$ cat src/rtl/logs_pwm_demod.sv
// PWM duty-cycle demodulator: counts high samples per 2^K-clock window.
// Define LOGS_PWM_ALIGN_EN to align windows to PWM frame rising edges.
module logs_pwm_demod #(
  parameter int K           = 2,
  parameter int SYNC_STAGES = 2
) (
  input  logic         clk,
  input  logic         rst,
  input  logic         pwm_in,
  output logic [K:0]   level_out,
  output logic         level_valid,
  output logic         locked
);

  logic [SYNC_STAGES-1:0] sync_q;
  logic                   s;
  logic [K-1:0]           win_cnt;
  logic [K-1:0]           win_nxt;
  logic [K:0]             acc;
  logic [K:0]             acc_nxt;
  logic [K:0]             level_nxt;
  logic                   valid_nxt;
  logic                   last;

  assign s    = sync_q[SYNC_STAGES-1];
  assign last = (win_cnt == {K{1'b1}});

  always_ff @(posedge clk) begin
    if (rst) begin
      sync_q <= '0;
    end else begin
      sync_q[0] <= pwm_in;
      for (int i = 1; i < SYNC_STAGES; i++)
        sync_q[i] <= sync_q[i-1];
    end
  end

`ifdef LOGS_PWM_ALIGN_EN
  typedef enum logic {UNLOCKED, LOCKED} state_t;

  state_t state;
  state_t state_nxt;
  logic   s_prev;
  logic   rise;

  assign rise   = s & ~s_prev;
  assign locked = (state == LOCKED);

  always_ff @(posedge clk) begin
    if (rst) begin
      state  <= UNLOCKED;
      s_prev <= 1'b0;
    end else begin
      state  <= state_nxt;
      s_prev <= s;
    end
  end
`else
  assign locked = 1'b1;
`endif

  always_comb begin
    win_nxt   = win_cnt + K'(1);
    acc_nxt   = acc + (K+1)'(s);
    level_nxt = level_out;
    valid_nxt = 1'b0;
    if (last) begin
      level_nxt = acc_nxt;
      valid_nxt = 1'b1;
      acc_nxt   = '0;
    end
`ifdef LOGS_PWM_ALIGN_EN
    state_nxt = state;
    unique case (state)
      UNLOCKED: begin
        win_nxt   = '0;
        acc_nxt   = '0;
        level_nxt = level_out;
        valid_nxt = 1'b0;
        if (rise) begin
          win_nxt   = K'(1);
          acc_nxt   = (K+1)'(1);
          state_nxt = LOCKED;
        end
      end
      LOCKED: begin
        // a rise off slot 0 means we drifted: restart the window on it
        if (rise && win_cnt != '0) begin
          win_nxt   = K'(1);
          acc_nxt   = (K+1)'(1);
          level_nxt = level_out;
          valid_nxt = 1'b0;
        end
      end
      default: state_nxt = UNLOCKED;
    endcase
`endif
  end

  always_ff @(posedge clk) begin
    if (rst) begin
      win_cnt     <= '0;
      acc         <= '0;
      level_out   <= '0;
      level_valid <= 1'b0;
    end else begin
      win_cnt     <= win_nxt;
      acc         <= acc_nxt;
      level_out   <= level_nxt;
      level_valid <= valid_nxt;
    end
  end

endmodule

$ cat config.mk
export PLATFORM = sky130hd
export DESIGN_NAME = logs_pwm_demod
export DESIGN_NICKNAME = d
export VERILOG_FILES = /design/src/rtl/logs_pwm_demod.sv
export SDC_FILE = /design/constraint.sdc
export NUM_CORES = 1
export LEC_CHECK = 0
export CORE_AREA = 10 10 47 49
export DETAILED_ROUTE_END_ITERATION = 8
export DIE_AREA = 0 0 57 59
export PLACE_DENSITY_LB_ADDON = 0.3
export SLEW_MARGIN = 0
export SYNTH_ARGS = -nofsm -noshare
export SYNTH_HDL_FRONTEND = slang
export SYNTH_SLANG_ARGS = --single-unit
$ cat constraint.sdc
create_clock -name clk -period 1.36 [get_ports clk]
set_input_delay 0.204 -clock clk [delete_from_list [all_inputs] [get_ports clk]]
set_output_delay 0.204 -clock clk [all_outputs]
set_load 0.005 [all_outputs]
==> summary.txt, run 1 <==
GRT
  • Grt ovf: 0
  • Vias in the first global route: 239
  • GRT Total Usage: 0.0372
  • Largest net degree at the start of global routing: 12
  • Initial antenna violation count: 0
  • First-pass GRT wire length: 986 um

STA
  • Period utilization: 0.948
  • FMAX: 0.775 GHz
  • Final Hold Viols: 0
  • RSZ-0062 raised after global routing: no
  • Period minus WS final: 1.29 ns
  • Final setup violation count: 0
  • Fin. max-slew vios: 0
  • Final hold slack: 0.423 ns
  • Setup TNS: 0 ns
  • Worst Clk Skew: 0.000172 ns

Yosys
  • Synthesized area per cell: 11.6 sq um
  • Synth area leader: dfxtp_1
  • Seq cells post-synth: 11
  • Distinct cells, synth: 12
  • Synth top area cells: dfxtp_1 (58%), ha_1 (9.8%), nor2b_1 (6.5%), mux2i_1 (5.2%), buf_4 (3.9%)
  • Net Count, Synth: 39
  • Mapped Cells: 33
  • YS warnings: 0
  • Seq/Total Area, Yosys: 0.575
  • Mapped cell area: around 380 sq um
  • Yosys top cell area share: 0.575

Pwr
  • Reg power frac: 0.576
  • Max VDD drop: ~450 uV
  • NetSw: 119 uW
  • Int Pwr: 472 uW
  • Leak: 0.205 nW
  • Combinational power share: 0.069
  • Sw frac: 0.201
  • Clk pwr share: 0.356
  • Power Density: ~1300 nW/um^2

Clocking
  • Post-CTS setup buffer count: 0
  • CTS resizes: 0
  • Root Driver: clkbuf_4
  • Buffer levels on the longest clock path: 2
  • Inserted Clock Buffers: 3
  • CTS H-tree depth: 1
  • Hold-fix buffers, CTS: 0
  • CTS tree: yes
  • CTS sink cnt: 11
  • Clk slew on worst S/H paths: 0.07 ns
  • Worst-skew pair later-pin latency: 0.25 ns

Critical path
  • Crit start category: flip-flop
  • Crit. End Element: output pin
  • Largest stage delay on the critical path: about 0.5 ns
  • CP Max Fanout: 2
  • CP required: 1.16 ns
  • Slowest CP cell: clkdlybuf4s50_1
  • Buffers plus inverters on the worst setup path: 1
  • Worst setup path category: flip-flop to output pin
  • Worst path arrival time: between 1 and 1.5 ns
  • Delay-heaviest family, CP: buffers and inverters
  • Worst path cell trace: clkdlybuf4s50_1

Drt
  • Initial DRC count: 0
  • Post-Route M1 WL: 238 um
  • Routed length per instance: between 9 and 10 um
  • Drt pass-1 iters: 1
  • Met3 routed WL: 44 um
  • Met2 WL: 249 um
  • Via count: 224
  • Final WL: 532 um
  • DR top layer: met3
  • Post-DRT Antenna Nets: 0
  • Post-route DRC: 0
  • Via-to-Cell Ratio: about 4.0

Placement
  • Port bufs: 6
  • HPWL Detailed: 408 um
  • Placer Congestion: 0.631

Run
  • Number of max-cap violations: 0

Floorplanning
  • FP Rows: 14
  • Die area: 3360 sq um
  • Die W: 57 um
  • Core Box Area: 1400 sq um
  • Initial Util: 0.273
  • # IOs: 8
  • Die Ht: 59 um

Finish
  • N_diodes: 0
  • Fin nets: 47
  • Share of cells above drive strength 1: 0.100
  • Area delta synth->final: 23.2%

Hold path
  • Hold WC Path Type: flip-flop to flip-flop

Outcome
  • Status: completed
[logic make-up after synthesis]
logic type,synth area share
adder cells (fa/ha/maj),0.0980
AO/OA/AOI/OAI,0.0327
multiplexers,0.0523
AND/OR/NAND/NOR,0.157
XOR/XNOR,0.0229
buffers and inverters,0.0523
other,0.00979
flip-flops,0.575
[final timing paths]
| kind | cells past startpoint | end | slack, ns | start |
|---|---|---|---|---|
| min reg2reg | 1 | win_cnt[0]$_SDFF_PP0_ | 0.42 | win_cnt[0]$_SDFF_PP0_ |
| max | 1 | level_out[0] | 0.07 | level_out[0]$_SDFFE_PP0P_ |
| min | 1 | win_cnt[0]$_SDFF_PP0_ | 0.42 | win_cnt[0]$_SDFF_PP0_ |
| max reg2reg | 4 | level_out[2]$_SDFFE_PP0P_ | 0.23 | sync_q[1]$_SDFF_PP0_ |
[layout by cell type, fill, tap and decap left out, drive strengths merged]
cell           count
nor3               1
clkdlybuf4s50      5
mux2i              2
nor3b              2
clkbuf             4
ha                 3
nor2b              4
dfxtp             11
conb               1
xnor2              1
nor2               4
a211oi             1
dlymetal6s2s       1
[sequential cells by signal, summed over array words and instances, names as in the netlist]
register / cells
acc: 3
win_cnt: 2
sync_q: 2
level_valid: 1
level_out: 3
[routing by layer]
metal  GRT usage  vias up
li1            -      119
met5           0        -
met3      0.0172        0
met1      0.0369      100
met2      0.0543        5
met4      0.0403        0
[final cells by class]
| type | instances | area (sq um) |
|---|---|---|
| fillers | 157 | 930 |
| flip-flops and latches | 11 | 220 |
| multi-input cells | 19 | 143 |
| repair buffers | 6 | 62.6 |
| clock buffers | 4 | 26.3 |
| well taps | 16 | 20.0 |
[power groups by stage]
stage               clock network, mW  registers [mW]  logic, mW
floorplan                           0           0.347     0.0283
global placement                    0           0.347     0.0395
detailed placement                  0           0.348     0.0410
CTS                             0.220           0.340     0.0415
global route                    0.249           0.342     0.0447
finish                          0.210           0.340     0.0405
[synthesized netlist by cell type]
cell / instances
a211oi_2: 1
buf_2: 1
buf_4: 2
conb_1: 1
dfxtp_1: 11
ha_1: 3
mux2i_1: 2
nor2_1: 4
nor2b_1: 4
nor3_1: 1
nor3b_1: 2
xnor2_1: 1
[per-stage QoR]
step | power (mW) | setup slack (ns) | cells | area, sq um | utilization
floorplan | 0.375 | 0.294 | 33 | 383 | -
global placement | 0.386 | 0.222 | 52 | 443 | 0.316
detailed placement | 0.389 | 0.218 | 52 | 443 | 0.316
CTS | 0.602 | 0.0434 | 56 | 469 | 0.335
global route | 0.636 | 0.00526 | 56 | 472 | 0.337
finish | 0.590 | 0.0703 | 56 | 472 | 0.337
Power figures use the tool's default switching activity.
==> inputs of run 2 (changes only) <==
--- a/config.mk
+++ b/config.mk
@@ -6,6 +6,7 @@
 export NUM_CORES = 1
 export LEC_CHECK = 0
 export CORE_AREA = 10 10 47 49
+export CTS_BUF_LIST = sky130_fd_sc_hd__clkbuf_4 sky130_fd_sc_hd__clkbuf_8 sky130_fd_sc_hd__clkbuf_16
 export DETAILED_ROUTE_END_ITERATION = 8
 export DIE_AREA = 0 0 57 59
 export PLACE_DENSITY_LB_ADDON = 0.3
==> summary.txt, run 2 (same netlist as run 1, synthesis figures left out) <==
Clocking
  • Clk slew on worst S/H paths: 0.06 ns (about the same)
  • Worst-skew pair later-pin latency: 0.25 ns (about the same)
  • Root Driver: clkbuf_4
  • Hold-fix buffers, CTS: 0 (unchanged)
  • CTS sink cnt: 11 (unchanged)
  • CTS resizes: 0 (unchanged)
  • Post-CTS setup buffer count: 0 (unchanged)
  • Inserted Clock Buffers: 3 (unchanged)
  • CTS tree: yes
  • Buffer levels on the longest clock path: 2 (unchanged)
  • CTS H-tree depth: 1 (unchanged)

GRT
  • Initial antenna violation count: 0 (unchanged)
  • Met3 Usage GRT: 0.0172 (unchanged)
  • Largest net degree at the start of global routing: 12 (unchanged)
  • Vias in the first global route: 239 (unchanged)
  • Grt ovf: 0 (unchanged)
  • Busiest layer in global routing: met2
  • First-pass GRT wire length: 986 um (unchanged)
  • GRT Total Usage: 0.0372 (unchanged)
  • Met2 Track Usage GR: 0.0543 (unchanged)
  • M1 GR Usage: 0.0369 (unchanged)

Drt
  • Post-DRT Antenna Nets: 0 (unchanged)
  • Via count: 223 (-0.45%)
  • Drt pass-1 iters: 1 (unchanged)
  • Initial DRC count: 0 (unchanged)
  • Routed length per instance: 9.25 um (-2.6%)
  • Via-to-Cell Ratio: 3.98 (-0.45%)
  • Post-route DRC: 0 (unchanged)
  • Final WL: 518 um (-2.6%)

Critical path
  • FF-to-FF setup slack: 0.23 ns (about the same)
  • Reg-to-Reg End: level_out[2]$_SDFFE_PP0P_
  • R2R depth: 4 (unchanged)
  • CP Max Fanout: 2 (unchanged)
  • Worst R2R Start: sync_q[1]$_SDFF_PP0_
  • Worst setup path category: flip-flop to output pin
  • Worst path arrival time: 1.08 ns (about the same)
  • Delay-heaviest family, CP: buffers and inverters
  • CP required: 1.16 ns (about the same)
  • Largest stage delay on the critical path: 0.50 ns (about the same)
  • Worst path cell trace: clkdlybuf4s50_1
  • Slowest CP cell: clkdlybuf4s50_1
  • Crit. End Element: output pin
  • Crit start category: flip-flop
  • Buffers plus inverters on the worst setup path: 1 (unchanged)

STA
  • Fin. max-slew vios: 0 (unchanged)
  • Post-route setup slack: 0.0716 ns (+0.00124 ns)
  • FMAX: 0.776 GHz (about the same)
  • Period minus WS final: 1.29 ns (-0.00124 ns)
  • Final setup violation count: 0 (unchanged)
  • Worst Clk Skew: 0.000942 ns (+0.000771 ns)
  • Period utilization: 0.947 (about the same)
  • RSZ-0062 raised after global routing: no
  • Setup TNS: 0 ns (unchanged)
  • Final Hold Viols: 0 (unchanged)

Finish
  • Util after Layout: 0.339 (+0.00268)
  • Share of cells above drive strength 1: 0.125 (+0.0250)
  • Multi-input logic area: 143 sq um (unchanged)
  • Leading registers by flop count: acc: 3 flops, level_out: 3 flops
  • Cell Count, Final, Fillers Out: 56 (unchanged)
  • N_diodes: 0 (unchanged)
  • Register Area: 220 sq um (unchanged)
  • Commonest non-fill, non-tap cell in the layout: dfxtp_1
  • Area delta synth->final: 24.2%
  • Most frequent cells in the layout: dfxtp_1 (11), clkdlybuf4s50_1 (5), nor2b_1 (4), nor2_1 (4), clkbuf_4 (4)
  • # fillers: 157 (unchanged)
  • Fin nets: 47 (unchanged)

Floorplanning
  • Initial Util: 0.273 (unchanged)
  • Die area: 3360 sq um (unchanged)
  • # IOs: 8 (unchanged)
  • Die Ht: 59 um (unchanged)
  • Core Box Area: 1400 sq um (unchanged)
  • Die W: 57 um (unchanged)
  • FP Rows: 14 (unchanged)

Pwr
  • NetSw: 118 uW (-1.1%)
  • Max VDD drop: 449 uV (about the same)
  • Int Pwr: 491 uW (+4.2%)
  • Sw frac: 0.193 (-0.00824)
  • Leak: 0.208 nW (+1.7%)
  • Power Density: 1280 nW/um^2 (+2.3%)
  • Combinational power share: 0.066 (-0.003)
  • Clk pwr share: 0.376 (+0.020)
  • Reg power frac: 0.558 (-0.018)

Hold path
  • Hold path startpoint: win_cnt[0]$_SDFF_PP0_
  • Hold WC Path Type: flip-flop to flip-flop
  • Hold EP: win_cnt[0]$_SDFF_PP0_
  • Hold depth: 1 (unchanged)

Placement
  • Setup WS pre-CTS: 0.218 ns (unchanged)
  • Port bufs: 6 (unchanged)
  • Placed Cells: 52 (unchanged)
  • HPWL Detailed: 408 um (unchanged)
  • Placer Congestion: 0.631 (unchanged)

Outcome
  • Status: completed

Run
  • Number of max-cap violations: 0 (unchanged)
## run 2: area by class of cell
| type | instances | share of cell area |
|---|---|---|
| Multi-Input combinational cell | 19 | 0.300 |
| Sequential cell | 11 | 0.463 |
| Clock buffer | 4 | 0.0632 |
| Tap cell | 16 | 0.0421 |
| Timing Repair Buffer | 6 | 0.132 |
## run 2: through the flow
stage	power [mW]	area (sq um)	hold slack, ns
finish	0.609	475	0.423
global route	0.657	475	0.471
CTS	0.621	473	0.429
detailed placement	0.389	443	0.419
global placement	0.386	443	0.410
floorplan	0.375	383	0.276
## run 2: worst max path at each step
stage | startpoint | cells past startpoint | end | slack [ns]
CTS | level_out[0]$_SDFFE_PP0P_ | 1 | level_out[0] | 0.04
global placement | sync_q[1]$_SDFF_PP0_ | 4 | level_out[2]$_SDFFE_PP0P_ | 0.22
finish | level_out[0]$_SDFFE_PP0P_ | 1 | level_out[0] | 0.07
floorplan | sync_q[1]$_SDFF_PP0_ | 4 | level_out[2]$_SDFFE_PP0P_ | 0.29
detailed placement | sync_q[1]$_SDFF_PP0_ | 4 | level_out[2]$_SDFFE_PP0P_ | 0.22
global route | level_out[2]$_SDFFE_PP0P_ | 1 | level_out[2] | 0.005
## run 2: layer usage
| layer | up-vias | share of wire |
|---|---|---|
| met5 | - | 0 |
| met4 | 0 | 0 |
| met3 | 0 | 0.085 |
| met2 | 5 | 0.46 |
| met1 | 100 | 0.45 |
| li1 | 118 | - |
## run 2: power by group through the flow
stage               Combinational (mW)  Sequential [mW]  Clock [mW]
detailed placement              0.0410            0.348           0
floorplan                       0.0283            0.347           0
global route                    0.0448            0.342       0.270
finish                          0.0403            0.340       0.229
CTS                             0.0413            0.340       0.240
global placement                0.0395            0.347           0
